`src/rtl/cpu_pkg.sv`:
```
`default_nettype none
// ============================================================================
// Module      : cpu_pkg
// Description : Shared CPU widths, the write-back entry type and a one-hot
//               address decoder used by the register-file write-back logic.
// Revision    : 1.0 - initial release
// ============================================================================
package cpu_pkg;

  localparam int DATA_W   = 16;
  localparam int ADDR_W   = 4;
  localparam int NUM_REGS = 16;

  // One pending register-file write: destination and value.
  typedef struct packed {
    logic [ADDR_W-1:0] addr;
    logic [DATA_W-1:0] data;
  } wb_entry_t;

  // Decode a register address into a one-hot register mask.
  function automatic logic [NUM_REGS-1:0] addr_onehot(input logic [ADDR_W-1:0] a);
    logic [NUM_REGS-1:0] v;
    v    = '0;
    v[a] = 1'b1;
    return v;
  endfunction

endpackage
`default_nettype wire

```
`src/rtl/wb_fifo2.sv`:
```
`default_nettype none
// ============================================================================
// Module      : wb_fifo2
// Description : Two-entry synchronous FIFO of write-back entries. Head is
//               valid whenever o_empty is low. Push while full and pop while
//               empty are ignored.
// Revision    : 1.0 - initial release
// ============================================================================
module wb_fifo2
  import cpu_pkg::*;
(
  input  logic      clk,
  input  logic      rst,
  input  logic      i_push,
  input  wb_entry_t i_push_data,
  input  logic      i_pop,
  output wb_entry_t o_head,
  output logic      o_full,
  output logic      o_empty
);

  localparam logic [1:0] c_DEPTH = 2'd2;

  wb_entry_t  r_mem [2];
  logic       r_wr_ptr;
  logic       r_rd_ptr;
  logic [1:0] r_count;

  logic       w_push_ok;
  logic       w_pop_ok;

  assign w_push_ok = i_push & (r_count != c_DEPTH);
  assign w_pop_ok  = i_pop  & (r_count != 2'd0);

  assign o_full  = (r_count == c_DEPTH);
  assign o_empty = (r_count == 2'd0);
  assign o_head  = r_mem[r_rd_ptr];

  // Storage: entries are only read once written, so no reset is needed.
  always_ff @(posedge clk) begin
    if (w_push_ok) begin
      r_mem[r_wr_ptr] <= i_push_data;
    end
  end

  // Pointers and occupancy; a simultaneous push and pop keeps the count.
  always_ff @(posedge clk) begin
    if (rst) begin
      r_wr_ptr <= 1'b0;
      r_rd_ptr <= 1'b0;
      r_count  <= 2'd0;
    end else begin
      if (w_push_ok) begin
        r_wr_ptr <= ~r_wr_ptr;
      end
      if (w_pop_ok) begin
        r_rd_ptr <= ~r_rd_ptr;
      end
      case ({w_push_ok, w_pop_ok})
        2'b10:   r_count <= r_count + 2'd1;
        2'b01:   r_count <= r_count - 2'd1;
        default: r_count <= r_count;
      endcase
    end
  end

endmodule
`default_nettype wire

```
`src/rtl/rf_wb_arbiter.sv`:
```
`default_nettype none
// ============================================================================
// Module      : rf_wb_arbiter
// Description : Register-file write-back arbiter. Merges single-cycle ALU
//               results with buffered load results onto the one register-file
//               write port, bounds load starvation with a saturating age
//               counter, and tracks outstanding writes for hazard queries.
// Revision    : 1.0 - initial release
// ============================================================================
module rf_wb_arbiter
  import cpu_pkg::*;
(
  input  logic              clk,
  input  logic              rst,
  // ALU result channel
  input  logic              i_alu_vld,
  input  logic [ADDR_W-1:0] i_alu_addr,
  input  logic [DATA_W-1:0] i_alu_data,
  output logic              o_alu_rdy,
  // Load result channel
  input  logic              i_mem_vld,
  input  logic [ADDR_W-1:0] i_mem_addr,
  input  logic [DATA_W-1:0] i_mem_data,
  output logic              o_mem_rdy,
  // Destination reservation from issue
  input  logic              i_issue_vld,
  input  logic [ADDR_W-1:0] i_issue_addr,
  // Hazard queries
  input  logic [ADDR_W-1:0] i_q0_addr,
  input  logic [ADDR_W-1:0] i_q1_addr,
  output logic              o_q0_busy,
  output logic              o_q1_busy,
  // Register-file write port
  output logic              o_we,
  output logic [ADDR_W-1:0] o_dst_addr,
  output logic [DATA_W-1:0] o_dst
);

  localparam logic [1:0]          c_AGE_MAX = 2'd3;
  localparam logic [NUM_REGS-1:0] c_R0_MASK = {{(NUM_REGS-1){1'b1}}, 1'b0};

  // Registered state
  logic [1:0]          r_age;
  logic [NUM_REGS-1:0] r_busy;
  logic                r_we;
  logic [ADDR_W-1:0]   r_dst_addr;
  logic [DATA_W-1:0]   r_dst;

  // FIFO interface
  wb_entry_t           w_push_entry;
  wb_entry_t           w_fifo_head;
  logic                w_fifo_full;
  logic                w_fifo_empty;
  logic                w_push;
  logic                w_pop;

  // Arbitration
  logic                w_age_sat;
  logic                w_alu_acc;
  logic                w_gnt;
  wb_entry_t           w_gnt_entry;

  // Scoreboard update masks
  logic [NUM_REGS-1:0] w_set_vec;
  logic [NUM_REGS-1:0] w_clr_vec;

  assign w_push_entry = '{addr: i_mem_addr, data: i_mem_data};

  wb_fifo2 u_fifo (
    .clk         (clk),
    .rst         (rst),
    .i_push      (w_push),
    .i_push_data (w_push_entry),
    .i_pop       (w_pop),
    .o_head      (w_fifo_head),
    .o_full      (w_fifo_full),
    .o_empty     (w_fifo_empty)
  );

  // A load head that has waited the maximum age blocks the ALU for one cycle.
  assign w_age_sat = (r_age == c_AGE_MAX);
  assign o_alu_rdy = ~rst & ~(w_age_sat & ~w_fifo_empty);
  assign o_mem_rdy = ~rst & ~w_fifo_full;

  assign w_alu_acc = i_alu_vld & o_alu_rdy;
  assign w_push    = i_mem_vld & o_mem_rdy;
  // The FIFO head takes the port whenever the ALU does not.
  assign w_pop     = ~rst & ~w_alu_acc & ~w_fifo_empty;
  assign w_gnt     = w_alu_acc | w_pop;

  // Select the entry that owns the write port this cycle.
  always_comb begin
    w_gnt_entry = w_fifo_head;
    if (w_alu_acc) begin
      w_gnt_entry = '{addr: i_alu_addr, data: i_alu_data};
    end
  end

  // Age of the FIFO head: counts cycles it is present but passed over.
  always_ff @(posedge clk) begin
    if (rst) begin
      r_age <= 2'd0;
    end else if (w_fifo_empty || w_pop) begin
      r_age <= 2'd0;
    end else if (!w_age_sat) begin
      r_age <= r_age + 2'd1;
    end
  end

  // Write-port register; R0 grants complete but never assert the enable.
  always_ff @(posedge clk) begin
    if (rst) begin
      r_we       <= 1'b0;
      r_dst_addr <= '0;
      r_dst      <= '0;
    end else begin
      r_we <= w_gnt & (w_gnt_entry.addr != '0);
      if (w_gnt) begin
        r_dst_addr <= w_gnt_entry.addr;
        r_dst      <= w_gnt_entry.data;
      end
    end
  end

  assign o_we       = r_we;
  assign o_dst_addr = r_dst_addr;
  assign o_dst      = r_dst;

  assign w_clr_vec = r_we ? addr_onehot(r_dst_addr) : '0;
  assign w_set_vec = (i_issue_vld && (i_issue_addr != '0)) ? addr_onehot(i_issue_addr) : '0;

  // Scoreboard: a new reservation overrides a retiring write to the same register.
  always_ff @(posedge clk) begin
    if (rst) begin
      r_busy <= '0;
    end else begin
      r_busy <= ((r_busy & ~w_clr_vec) | w_set_vec) & c_R0_MASK;
    end
  end

  // A register being written this cycle reads through the rf bypass, so it is free.
  assign o_q0_busy = r_busy[i_q0_addr] & ~(r_we & (r_dst_addr == i_q0_addr));
  assign o_q1_busy = r_busy[i_q1_addr] & ~(r_we & (r_dst_addr == i_q1_addr));

endmodule
`default_nettype wire

```
`config.mk`:
```
export PLATFORM = sky130hd
export DESIGN_NAME = rf_wb_arbiter
export DESIGN_NICKNAME = d
export VERILOG_FILES = /design/src/rtl/cpu_pkg.sv /design/src/rtl/wb_fifo2.sv /design/src/rtl/rf_wb_arbiter.sv
export SDC_FILE = /design/constraint.sdc
export NUM_CORES = 1
export LEC_CHECK = 0
export BUFFER_PORTS_ARGS = -buffer_cell sky130_fd_sc_hd__clkbuf_2
export CORE_MARGIN = 2
export CORE_UTILIZATION = 54
export DETAILED_ROUTE_END_ITERATION = 7
export PLACE_DENSITY_LB_ADDON = 0.12
export SLEW_MARGIN = 5
export SYNTH_ARGS = -nofsm -noshare
export SYNTH_HDL_FRONTEND = slang
export SYNTH_HIERARCHICAL = 1
export SYNTH_SLANG_ARGS = --single-unit
export TNS_END_PERCENT = 10
```
`constraint.sdc`:
```
create_clock -name clk -period 2.7 [get_ports clk]
set_input_delay 0.54 -clock clk [delete_from_list [all_inputs] [get_ports clk]]
set_output_delay 0.54 -clock clk [all_outputs]
set_load 0.03 [all_outputs]
```
==> metrics <==
total of cells resized after clock tree synthesis=0; most common cell in the netlist=dfxtp_1; Final HPWL DP=5600 um; Initial Utilization=56.6%; nets=455; Most used DFF post-synth=dfxtp_1; number of synthesized flops with an enable pin=40; status=finished clean; syn nets=376; Hold Fails Final Rpt=0; reg2reg setup slack=600 ps; adder and majority gate portion of the synthesized area=0.644%; final setup TNS=0 ps; hold path depth=1; Slew HR=64.7%; Sink Count=83; cell taking the most area after synthesis=edfxtp_1; leakage=1.89 nW; vias in the first global route=2629; hold path start=i_mem_addr[1]; FILL cells=561; minimum clock period=2340 ps; CTS tree=built; Final Cycle Share=86.6%; Worst Skew=8.97 ps; f_max=428 MHz; Max Cap Viol=0; Setup Buffers After CTS=0; Avg Synthesized Cell Area=12.3 sq um; CTS Buf Count=9; final core occ=66.3%; R2R cell count=8; yosys warns=6; Arrival @ worst endpoint=1800 ps; Crit Path Max Fanout=7; Post-CTS Hold Fix Bufs=0; sequential share of the synthesized area=53.1%; diode count=0; Synth top cells by count=43 x dfxtp_1, 40 x edfxtp_1, 30 x nor2_1, 26 x mux2i_1; GRT overflow=0; num rows=30; WL final=7910 um; via/cell ratio=5.50; Syn Inst Count=317; Post-Syn Area=3880 sq um; Synth Area in Simple Gates=10.4%; antenna violations before repair=0; Worst-path clk slew=80 ps; multiplexer share of the synthesized area=16.0%; PnR Total Power=0.00285 W; PD cells=626 nW/um^2; Hold Path Class=input pin to flop; synthesized-area fraction occupied by ao, oa, aoi and oai cells=13.8%; crit start category=input pin; Die Y=88.8 um; PortBufs=81; Die ar.=7890 sq um; largest family of logic cells by synthesized area=multiplexers; Setup CP Type=input pin to primary output; drt first pass iters=4; final-report max-slew violation count=0; clk root buf=clkbuf_8; ys async rst share=0%; reg2reg start=u_fifo/r_count[1]; WP data required=2160 ps; RD Place Congestion=0.935; Final ANT Viol Nets=0; Yosys top cell area share=30.9%; first-pass GRT wire length=12500 um; Hold Slack=389 ps; Synth Register Bits=83; DRT iter0 DRCs=213; Total Routing Usage GR=21.1%; drt wl/cell=15.9 um; Worst Setup End Kind=primary output; IO Count=82; area of the core=6870 sq um; Worst Hold Endpoint=u_fifo/r_mem[1][17]; layout cell share with drive strength beyond 1=37.9%; area growth from synthesis to layout=17.2%; Die W=88.8 um; via count=2733; clock latency on the worst-skew pair=330 ps; # DRC=0; worst vdd ir=0.000384 V; H-tree depth=3; setup repair after global routing missed its margin=no; largest net degree at the start of global routing=43; reg2reg end=u_fifo/r_count[1]; clk buf depth=2; worst slew pin tran=529 ps; post-synthesis xor/xnor area fraction=2.48%; endpoints failing setup=0; top post-synthesis cells by area=edfxtp_1 31%, dfxtp_1 22%, mux2i_1 6.7%, a211oi_2 6.4%, mux2_2 5.8%; Unique masters post-synth=43
==> per-stage QoR <==
stage	cells	setup slack [ps]	instance area, sq um
finish	497	363	4550
global route	497	289	4550
CTS	497	361	4550
detailed placement	481	361	4340
global placement	481	383	4340
floorplan	317	108	3880
==> worst max-delay path by stage <==
stage	from	end	slack [ps]	cells after the start
finish	i_q0_addr[2]	o_q0_busy	360	6
global route	i_q1_addr[2]	o_q1_busy	290	6
CTS	i_q0_addr[2]	o_q0_busy	360	6
detailed placement	i_q0_addr[2]	o_q0_busy	360	6
global placement	i_q0_addr[2]	o_q0_busy	380	6
floorplan	rst	u_fifo/r_mem[0][0]	110	6
==> cells in the final DEF (no fill, tap or decap), types with 3 or more instances in the layout <==
cell type and count:
clkbuf_2 81, dfxtp_1 43, edfxtp_1 40, nor2_1 29, mux2i_1 26, a211oi_2 20, mux2_2 20, a21oi_1 18
nand2_1 17, o21ai_0 14, clkbuf_8 9, xor2_1 7, buf_4 7, nand3_1 6, mux4_1 4, xnor2_1 4
o21ai_1 4, inv_1 3, nor4_1 3
==> registers in the layout, summed over array words and instances (netlist names), named ones only <==
name             flops
o_dst               16
u_fifo/r_count       2
o_we                 1
u_fifo/r_rd_ptr      1
r_age                2
u_fifo/r_wr_ptr      1
o_dst_addr           4
u_fifo/r_mem        40
r_busy              15
==> cell families (layout without fill, tap and decap cells) <==
logic type,Yosys count,after routing
flip-flops,83,83
AND/OR/NAND/NOR,80,80
AO/OA/AOI/OAI,64,64
multiplexers,52,52
buffers and inverters,25,109
XOR/XNOR,11,11
adder cells (fa/ha/maj),2,2
==> report_power, final <==
group	switching, W	internal, W
Clock	0.000419	0.000519
Combinational	0.000275	0.000193
Sequential	0.0000527	0.00139
Total	0.000747	0.00210
==> cell type report <==
cell class	instances	area, sq um	area share (%)
sequential	83	2060	45.3
multi-input combinational	209	1690	37.0
timing repair buffer	88	458	10.1
clock buffer	11	131	2.89
tap	96	120	2.64
clock inverter	5	77.6	1.70
inverter	5	18.8	0.412
==> layer usage <==
layer,up-vias,global-route usage (%),share of wire [%]
met5,-,0,0
met4,0,5.23,0.71
met3,7,5.60,5.6
met2,86,34.7,47
met1,1305,27.8,46
li1,1335,-,-
==> worst max-delay path, cell delays in order <==
cell and delay, ps:
clkbuf_2 170, mux2i_1 150, and4b_1 190, a311o_1 300, a211oi_1 200, clkbuf_2 250
Note: power is estimated with default switching activity, not from simulation.
